<file path="src/rtl/alu_issue_pkg.sv">
// alu_issue_pkg: opcodes, widths and the FIFO entry type shared by alu_issue_stage and its FIFO.
package alu_issue_pkg;
  localparam int OPC_W = 4;
  localparam int SHIFT_W = 5;
  localparam int DATA_W = 8;
  localparam logic [OPC_W-1:0] OP_ADD = 4'd0;
  localparam logic [OPC_W-1:0] OP_SUB = 4'd1;
  localparam logic [OPC_W-1:0] OP_AND = 4'd2;
  localparam logic [OPC_W-1:0] OP_OR  = 4'd3;
  localparam logic [OPC_W-1:0] OP_SLL = 4'd4;
  typedef struct packed {
    logic [OPC_W-1:0]   opcode;
    logic [DATA_W-1:0]  a;
    logic [DATA_W-1:0]  b;
    logic [SHIFT_W-1:0] shamt;
    logic               use_prev;
  } entry_t;
endpackage

</file>
<file path="src/rtl/alu_issue_fifo.sv">
// alu_issue_fifo: in-order circular-buffer FIFO of issue entries with an occupancy counter.
module alu_issue_fifo
  import alu_issue_pkg::*;
#(
  parameter type T = entry_t,
  parameter int DEPTH = 4
) (
  input  logic                       clk,
  input  logic                       rst,
  input  logic                       push_i,
  input  logic                       pop_i,
  input  T                           data_i,
  output T                           head_o,
  output logic [$clog2(DEPTH+1)-1:0] count_o,
  output logic                       full_o,
  output logic                       empty_o
);
  localparam int PW = $clog2(DEPTH);
  localparam int CW = $clog2(DEPTH+1);
  T mem_q [DEPTH];
  logic [PW-1:0] wr_q, rd_q, wr_d, rd_d;
  logic [CW-1:0] count_q, count_d;
  logic do_push, do_pop;
  assign do_push = push_i && !full_o;
  assign do_pop = pop_i && !empty_o;
  always_comb begin
    wr_d = do_push ? wr_q + PW'(1) : wr_q;
    rd_d = do_pop ? rd_q + PW'(1) : rd_q;
    count_d = count_q + CW'(do_push) - CW'(do_pop);
  end
  always_ff @(posedge clk) begin
    if (rst) begin
      wr_q <= '0;
      rd_q <= '0;
      count_q <= '0;
    end else begin
      wr_q <= wr_d;
      rd_q <= rd_d;
      count_q <= count_d;
    end
  end
  // Storage needs no reset: the head is only looked at when count is nonzero.
  always_ff @(posedge clk) begin
    if (do_push) mem_q[wr_q] <= data_i;
  end
  assign head_o = mem_q[rd_q];
  assign count_o = count_q;
  assign full_o = count_q == CW'(DEPTH);
  assign empty_o = count_q == '0;
endmodule

</file>
<file path="src/rtl/alu_issue_stage.sv">
// alu_issue_stage: buffers ALU packets, drives the combinational ALU from the FIFO head, registers its result.
// Define ALU_ISSUE_FWD_EN to let a packet take operand A from the previously issued result.
module alu_issue_stage
  import alu_issue_pkg::OPC_W;
#(
  parameter int WIDTH = alu_issue_pkg::DATA_W,
  parameter int DEPTH = 4,
  parameter int SHIFT_W = alu_issue_pkg::SHIFT_W
) (
  input  logic                       clk,
  input  logic                       rst,
  input  logic                       in_valid,
  output logic                       in_ready,
  input  logic [OPC_W-1:0]           in_opcode,
  input  logic [WIDTH-1:0]           in_a,
  input  logic [WIDTH-1:0]           in_b,
  input  logic [SHIFT_W-1:0]         in_shamt,
  input  logic                       in_use_prev,
  output logic [OPC_W-1:0]           alu_opcode,
  output logic [WIDTH-1:0]           alu_input1,
  output logic [WIDTH-1:0]           alu_input2,
  output logic [SHIFT_W-1:0]         alu_shift,
  input  logic [WIDTH-1:0]           alu_result,
  input  logic                       alu_carry,
  input  logic                       alu_zero,
  input  logic                       alu_sign,
  output logic                       out_valid,
  input  logic                       out_ready,
  output logic [WIDTH-1:0]           out_result,
  output logic                       out_carry,
  output logic                       out_zero,
  output logic                       out_sign,
  output logic [$clog2(DEPTH+1)-1:0] count
);
  typedef struct packed {
    logic [OPC_W-1:0]   opcode;
    logic [WIDTH-1:0]   a;
    logic [WIDTH-1:0]   b;
    logic [SHIFT_W-1:0] shamt;
    logic               use_prev;
  } ent_t;
  typedef enum logic {SLOT_EMPTY, SLOT_FULL} slot_e;
  slot_e state_q, state_d;
  ent_t push_ent, head;
  logic full, empty, push, issue;
  logic [WIDTH-1:0] op_a, result_q, result_d;
  logic carry_q, zero_q, sign_q, carry_d, zero_d, sign_d;
  assign in_ready = !rst && !full;
  assign push = in_valid && in_ready;
  assign issue = !empty && (!out_valid || out_ready);
`ifdef ALU_ISSUE_FWD_EN
  logic [WIDTH-1:0] last_result_q;
  assign push_ent = {in_opcode, in_a, in_b, in_shamt, in_use_prev};
  assign op_a = head.use_prev ? last_result_q : head.a;
  always_ff @(posedge clk) begin
    if (rst) last_result_q <= '0;
    else if (issue) last_result_q <= alu_result;
  end
`else
  logic unused_use_prev;
  assign push_ent = {in_opcode, in_a, in_b, in_shamt, 1'b0};
  assign op_a = head.a;
  assign unused_use_prev = in_use_prev ^ head.use_prev;
`endif
  alu_issue_fifo #(.T(ent_t), .DEPTH(DEPTH)) u_fifo (
    .clk(clk),
    .rst(rst),
    .push_i(push),
    .pop_i(issue),
    .data_i(push_ent),
    .head_o(head),
    .count_o(count),
    .full_o(full),
    .empty_o(empty)
  );
  assign alu_opcode = empty ? '0 : head.opcode;
  assign alu_input1 = empty ? '0 : op_a;
  assign alu_input2 = empty ? '0 : head.b;
  assign alu_shift = empty ? '0 : head.shamt;
  // An issue while FULL and out_ready reloads the slot, giving one result per cycle.
  always_comb begin
    state_d = issue ? SLOT_FULL : (out_valid && out_ready) ? SLOT_EMPTY : state_q;
    result_d = issue ? alu_result : result_q;
    carry_d = issue ? alu_carry : carry_q;
    zero_d = issue ? alu_zero : zero_q;
    sign_d = issue ? alu_sign : sign_q;
  end
  always_ff @(posedge clk) begin
    if (rst) begin
      state_q <= SLOT_EMPTY;
      result_q <= '0;
      carry_q <= 1'b0;
      zero_q <= 1'b0;
      sign_q <= 1'b0;
    end else begin
      state_q <= state_d;
      result_q <= result_d;
      carry_q <= carry_d;
      zero_q <= zero_d;
      sign_q <= sign_d;
    end
  end
  assign out_valid = state_q == SLOT_FULL;
  assign out_result = result_q;
  assign out_carry = carry_q;
  assign out_zero = zero_q;
  assign out_sign = sign_q;
endmodule

</file>
<file path="config.mk">
export PLATFORM = sky130hd
export DESIGN_NAME = alu_issue_stage
export DESIGN_NICKNAME = d
export VERILOG_FILES = /design/src/rtl/alu_issue_pkg.sv /design/src/rtl/alu_issue_fifo.sv /design/src/rtl/alu_issue_stage.sv
export SDC_FILE = /design/constraint.sdc
export NUM_CORES = 1
export LEC_CHECK = 0
export ABC_AREA = 1
export CAP_MARGIN = 20
export CORE_MARGIN = 2
export CORE_UTILIZATION = 48
export DETAILED_ROUTE_END_ITERATION = 10
export GPL_TIMING_DRIVEN = 0
export PLACE_DENSITY = 0.79
export SETUP_SLACK_MARGIN = 0.3
export SLEW_MARGIN = 20
export SYNTH_ARGS = -nofsm -noshare
export SYNTH_HDL_FRONTEND = slang
export SYNTH_HIERARCHICAL = 1
export SYNTH_SLANG_ARGS = --single-unit
export TNS_END_PERCENT = 5
</file>
<file path="constraint.sdc">
create_clock -name clk -period 2.7 [get_ports clk]
set_input_delay 0.27 -clock clk [delete_from_list [all_inputs] [get_ports clk]]
set_output_delay 0.27 -clock clk [all_outputs]
set_load 0.05 [all_outputs]
</file>
## Word-level counts from Yosys, hierarchy flattened

Memory sizes are Yosys's and may differ from the RTL's. A register that Yosys moved wholly into a read port is not among the register bits.
Index checks and enable logic that the tools add are counted.

- $add $sub $neg: 4
- Eq/ne operators: 1
- Muxes and demuxes: 10
- Reduce and logical (&&, ||, !) cells: 13

Operators with widths:

| kind | count |
|---|---|
| $mux W8 | 2 |
| $logic_and A1 B1 Y1 | 6 |
| $mux W5 | 1 |
| $add A2 B1 Y2 const B | 2 |
| $logic_not A1 Y1 | 4 |
| $mux W1 | 4 |
| $mux W2 | 2 |
| $mux W4 | 1 |
| $add A3 B1 Y3 | 1 |
| $eq A3 B3 Y1 const B | 1 |
| $logic_not A3 Y1 | 1 |
| $sub A3 B1 Y3 | 1 |
| $reduce_bool A2 Y1 | 1 |
| $logic_or A1 B1 Y1 | 1 |

- Flip-flop bits (word level): 19
- RAM bits: 100
- Input bits: 41
- Logic and storage cells: 37
- Memories: 1

Memories:

| memory | words | bits a word | rd ports | clocked after Yosys merged registers in | write ports | RTL line | RTL |
|---|---|---|---|---|---|---|---|
| u_fifo.mem_q | 4 | 25 | 1 | 1 | 1 | alu_issue_fifo.sv:20 | `T mem_q [DEPTH];` |

## Longest topological paths before layout

- Depth after elaboration: 7
- Mapped depth: 14

## By module

Netlist, hierarchy kept.

By module, submodules not included:

| module | instances | cells an instance | area each (µm²) | sequential area each (µm²) |
|---|---|---|---|---|
| alu_issue_fifo | 1 | 319 | 4,331.7 | 3,303.2 |
| alu_issue_stage | 1 | 134 | 817.0 | 240.2 |

## Worst setup path before layout

OpenSTA, ideal clock, no wires.

- Path kind: reg2reg
- Start point: register u_fifo.count_q[1] (netlist: u_fifo/count_o[1])
- End point: memory u_fifo/mem_q[0][0] in the netlist's numbering, enable pin
- Library setup time: 0.409 ns
- Data arrival time: 2.760 ns
- Setup slack: -0.469 ns
- Cell stages (with the launch flop): 7
- Buffers on the path: 0
- Period minus slack after synthesis: 3.169 ns
- Cells stage by stage: dfxtp_1 nor2_1 nand2_1 inv_1 nor3b_1 nand2_1 nor2_1

- Longest elaborated chain between the ends: 7

RTL lines:

| item | RTL line | RTL |
|---|---|---|
| from (decl) | alu_issue_fifo.sv:22 | `logic [CW-1:0] count_q, count_d;` |
| from (signal assigned) | alu_issue_fifo.sv:39 | `count_q <= count_d;` |
| $eq A3 B3 Y1 | alu_issue_fifo.sv:48 | `assign full_o = count_q == CW'(DEPTH);` |
| named net full | alu_issue_stage.sv:45 | `logic full, empty, push, issue;` |
| $logic_not A1 Y1 | alu_issue_stage.sv:48 | `assign in_ready = !rst && !full;` |
| $logic_and A1 B1 Y1 | alu_issue_stage.sv:48 |  |
| $logic_and A1 B1 Y1 | alu_issue_stage.sv:49 | `assign push = in_valid && in_ready;` |
| named net push | alu_issue_stage.sv:45 |  |
| $logic_and A1 B1 Y1 | alu_issue_fifo.sv:24 | `assign do_push = push_i && !full_o;` |
| $mux W1 | alu_issue_fifo.sv:44 | `if (do_push) mem_q[wr_q] <= data_i;` |
| $mux W1 (not written as such) | alu_issue_fifo.sv:44 |  |
| to (decl) | alu_issue_fifo.sv:20 |  |

The timed path passes the listed nets, and every way through them passes these cells.

==> reports/results.ini <==
[floorplanning]
die-area_mm2=0.0113
die_h_um=106
die_w_um=106
ios=82
start_util_pct=48.9
core_area_mm2=0.0102
rows=37

[timing]
clock_skew_ns=0.00620
relSlewSlack_pct=41.7
post-route-min-period_ns=2.49
period_share_pct=92.1
finalWorstSetupSlack_ns=0.213
fmax_mhz=402
hold_viol=0
worst_pin_slew_ns=0.872
slew_violations=0
rsz0062_at_grt=true
finalSetupViolCount=0

[setup_path]
worst-setup-path-type=reg -> out
required_ns=2.43
cp.arrival_ns=2.22
crit_fanout=10
worstPathCellList=buf_6 > inv_4 > buf_2 > o21ai_1 > o22ai_1 > inv_1 > nor2_1 > dlygate4sd2_1
critPathSlowestCell=dlygate4sd2_1
critPathCaptureType=output pin
cp-start-kind=flip-flop
cpPeakStageDelay_ns=0.56

[job]
maxCapViolations=0

[synth]
yosys_warnings=6
syn_area_per_cell_um2=11.3
synthCells=443
synth_nets=491
syn_area_mm2=0.00500

[finish]
drive_above_1_share_pct=19.0
multi_input_area_mm2=0.00125
fill_cells=762
final_util_pct=64.3
area_delta_synth_final_pct=31.5
nets=594
diodes=0
final-seq-area_mm2=0.00343

[routing]
drt_first_pass_iters=5
drc=0
antenna_left=0
wl_per_cell_um=15.7
viasPerCell=5.08
drt-initial-drc-count=191
vias=3531
detail_route.wirelength_um=10900

[clocking]
cts_hold_buf=0
cts.clk_slew.worst_paths_ns=0.06
cts_buffer_depth=2
numCtsBuffers=17
tritoncts=done
cts_htree_levels=4
cts_root_buffer=clkbuf_8
clock-sinks=121
clk_latency_ns=0.51

[hold_path]
hp-class=in -> reg

[grt]
track_usage_pct=20.8
antenna_found_initial=1
grt_pass1_vias=3645
grt_pass1_wl_um=17600
grt_overflow_total=0
grt_max_degree=26

[power]
power.leakage_nw=2.58
ir_drop_mv=0.912
powerDensity_mw_per_mm2=1270

[placement]
post-place-ws_ns=-0.0163
place_congestion=0.717
dp_hpwl_um=6690
portBuffers=80

[run_status]
status=complete, no violations

[critical path, delay by kind of cell (launching register included)]
kind                   cells  cell delay (ns)
AOI/OAI and AO/OA          2             0.24
buffers and inverters      5             1.07
DFF                        1             0.31
and+or+nand+nor            1             0.09
[state kept, by name (all words and copies together) (netlist names), named ones only]
signal / count
u_fifo/count_o: 3
out_carry: 1
out_sign: 1
out_result: 8
u_fifo/mem_q: 100
out_zero: 1
out_valid: 1
u_fifo/wr_q: 2
u_fifo/rd_q: 2
[final cells by class]
class / count / share of cell area (%)
flip-flops and latches: 121 / 52.2
multi-input cells: 241 / 19.1
repair buffers: 84 / 11.2
clock buffers: 17 / 6.30
inverters: 58 / 3.39
clock inverters: 15 / 2.68
well taps: 136 / 2.59
plain buffers: 23 / 2.53
[per-layer routing]
| metal | global-route usage, % | share of wire (%) |
|---|---|---|
| met1 | 24.1 | 41 |
| met2 | 35.8 | 50 |
| met3 | 6.01 | 7.6 |
| met4 | 9.68 | 1.4 |
| met5 | 0 | 0 |
[stage by stage]
stage	cell area [um2]	std cells	TNS (ns)	hold slack [ns]	total power, mW
2_1_floorplan	5030	443	0	0.327	5.10
6_report	6580	695	0	0.384	8.33
3_3_place_gp	6000	659	-18.13	0.463	6.23
3_5_place_dp	6050	660	-0.0163	0.474	6.32
4_1_cts	6610	692	0	0.363	8.37
5_1_grt	6580	695	0	0.379	8.77
[final timing paths]
check	start	end	slack [ns]	cells past startpoint
worst min register to register	out_result[4]	out_result[4]	0.49	2
worst max-delay path	flip-flop	alu_shift[2]	0.21	8
worst min-delay path	in_shamt[1]	u_fifo/mem_q[3][2]	0.38	1
worst max register to register	u_fifo/count_o[1]	u_fifo/count_o[2]	0.35	12
[repair_timing]
action                                  CTS  global route
gates resized for setup                  26            58
endpoints found under the setup margin   29           103
pin swaps                                 0             1
setup buffers                             0             3
[placed cells by master, fill, tap and decap left out, types with 7 or more instances in the layout]
| cell | instances |
|---|---|
| clkinvlp_4 | 7 |
| o21ai_1 | 17 |
| a21oi_1 | 16 |
| clkbuf_2 | 21 |
| inv_1 | 55 |
| edfxtp_1 | 100 |
| o21ai_0 | 34 |
| clkbuf_16 | 16 |
| buf_4 | 9 |
| clkdlybuf4s50_1 | 55 |
| dfxtp_1 | 18 |
| o22ai_1 | 25 |
| nand2_1 | 20 |
| nand3_2 | 9 |
| nor2_1 | 96 |
| buf_2 | 11 |
[report_power, final]
group,internal [mW],switching [mW],leakage [nW]
Sequential,2.26,0.122,1.08
Combinational,1.07,2.64,1.24
Clock,1.40,0.826,0.264
Total,4.74,3.59,2.58
(Power assumes the default switching activity.)
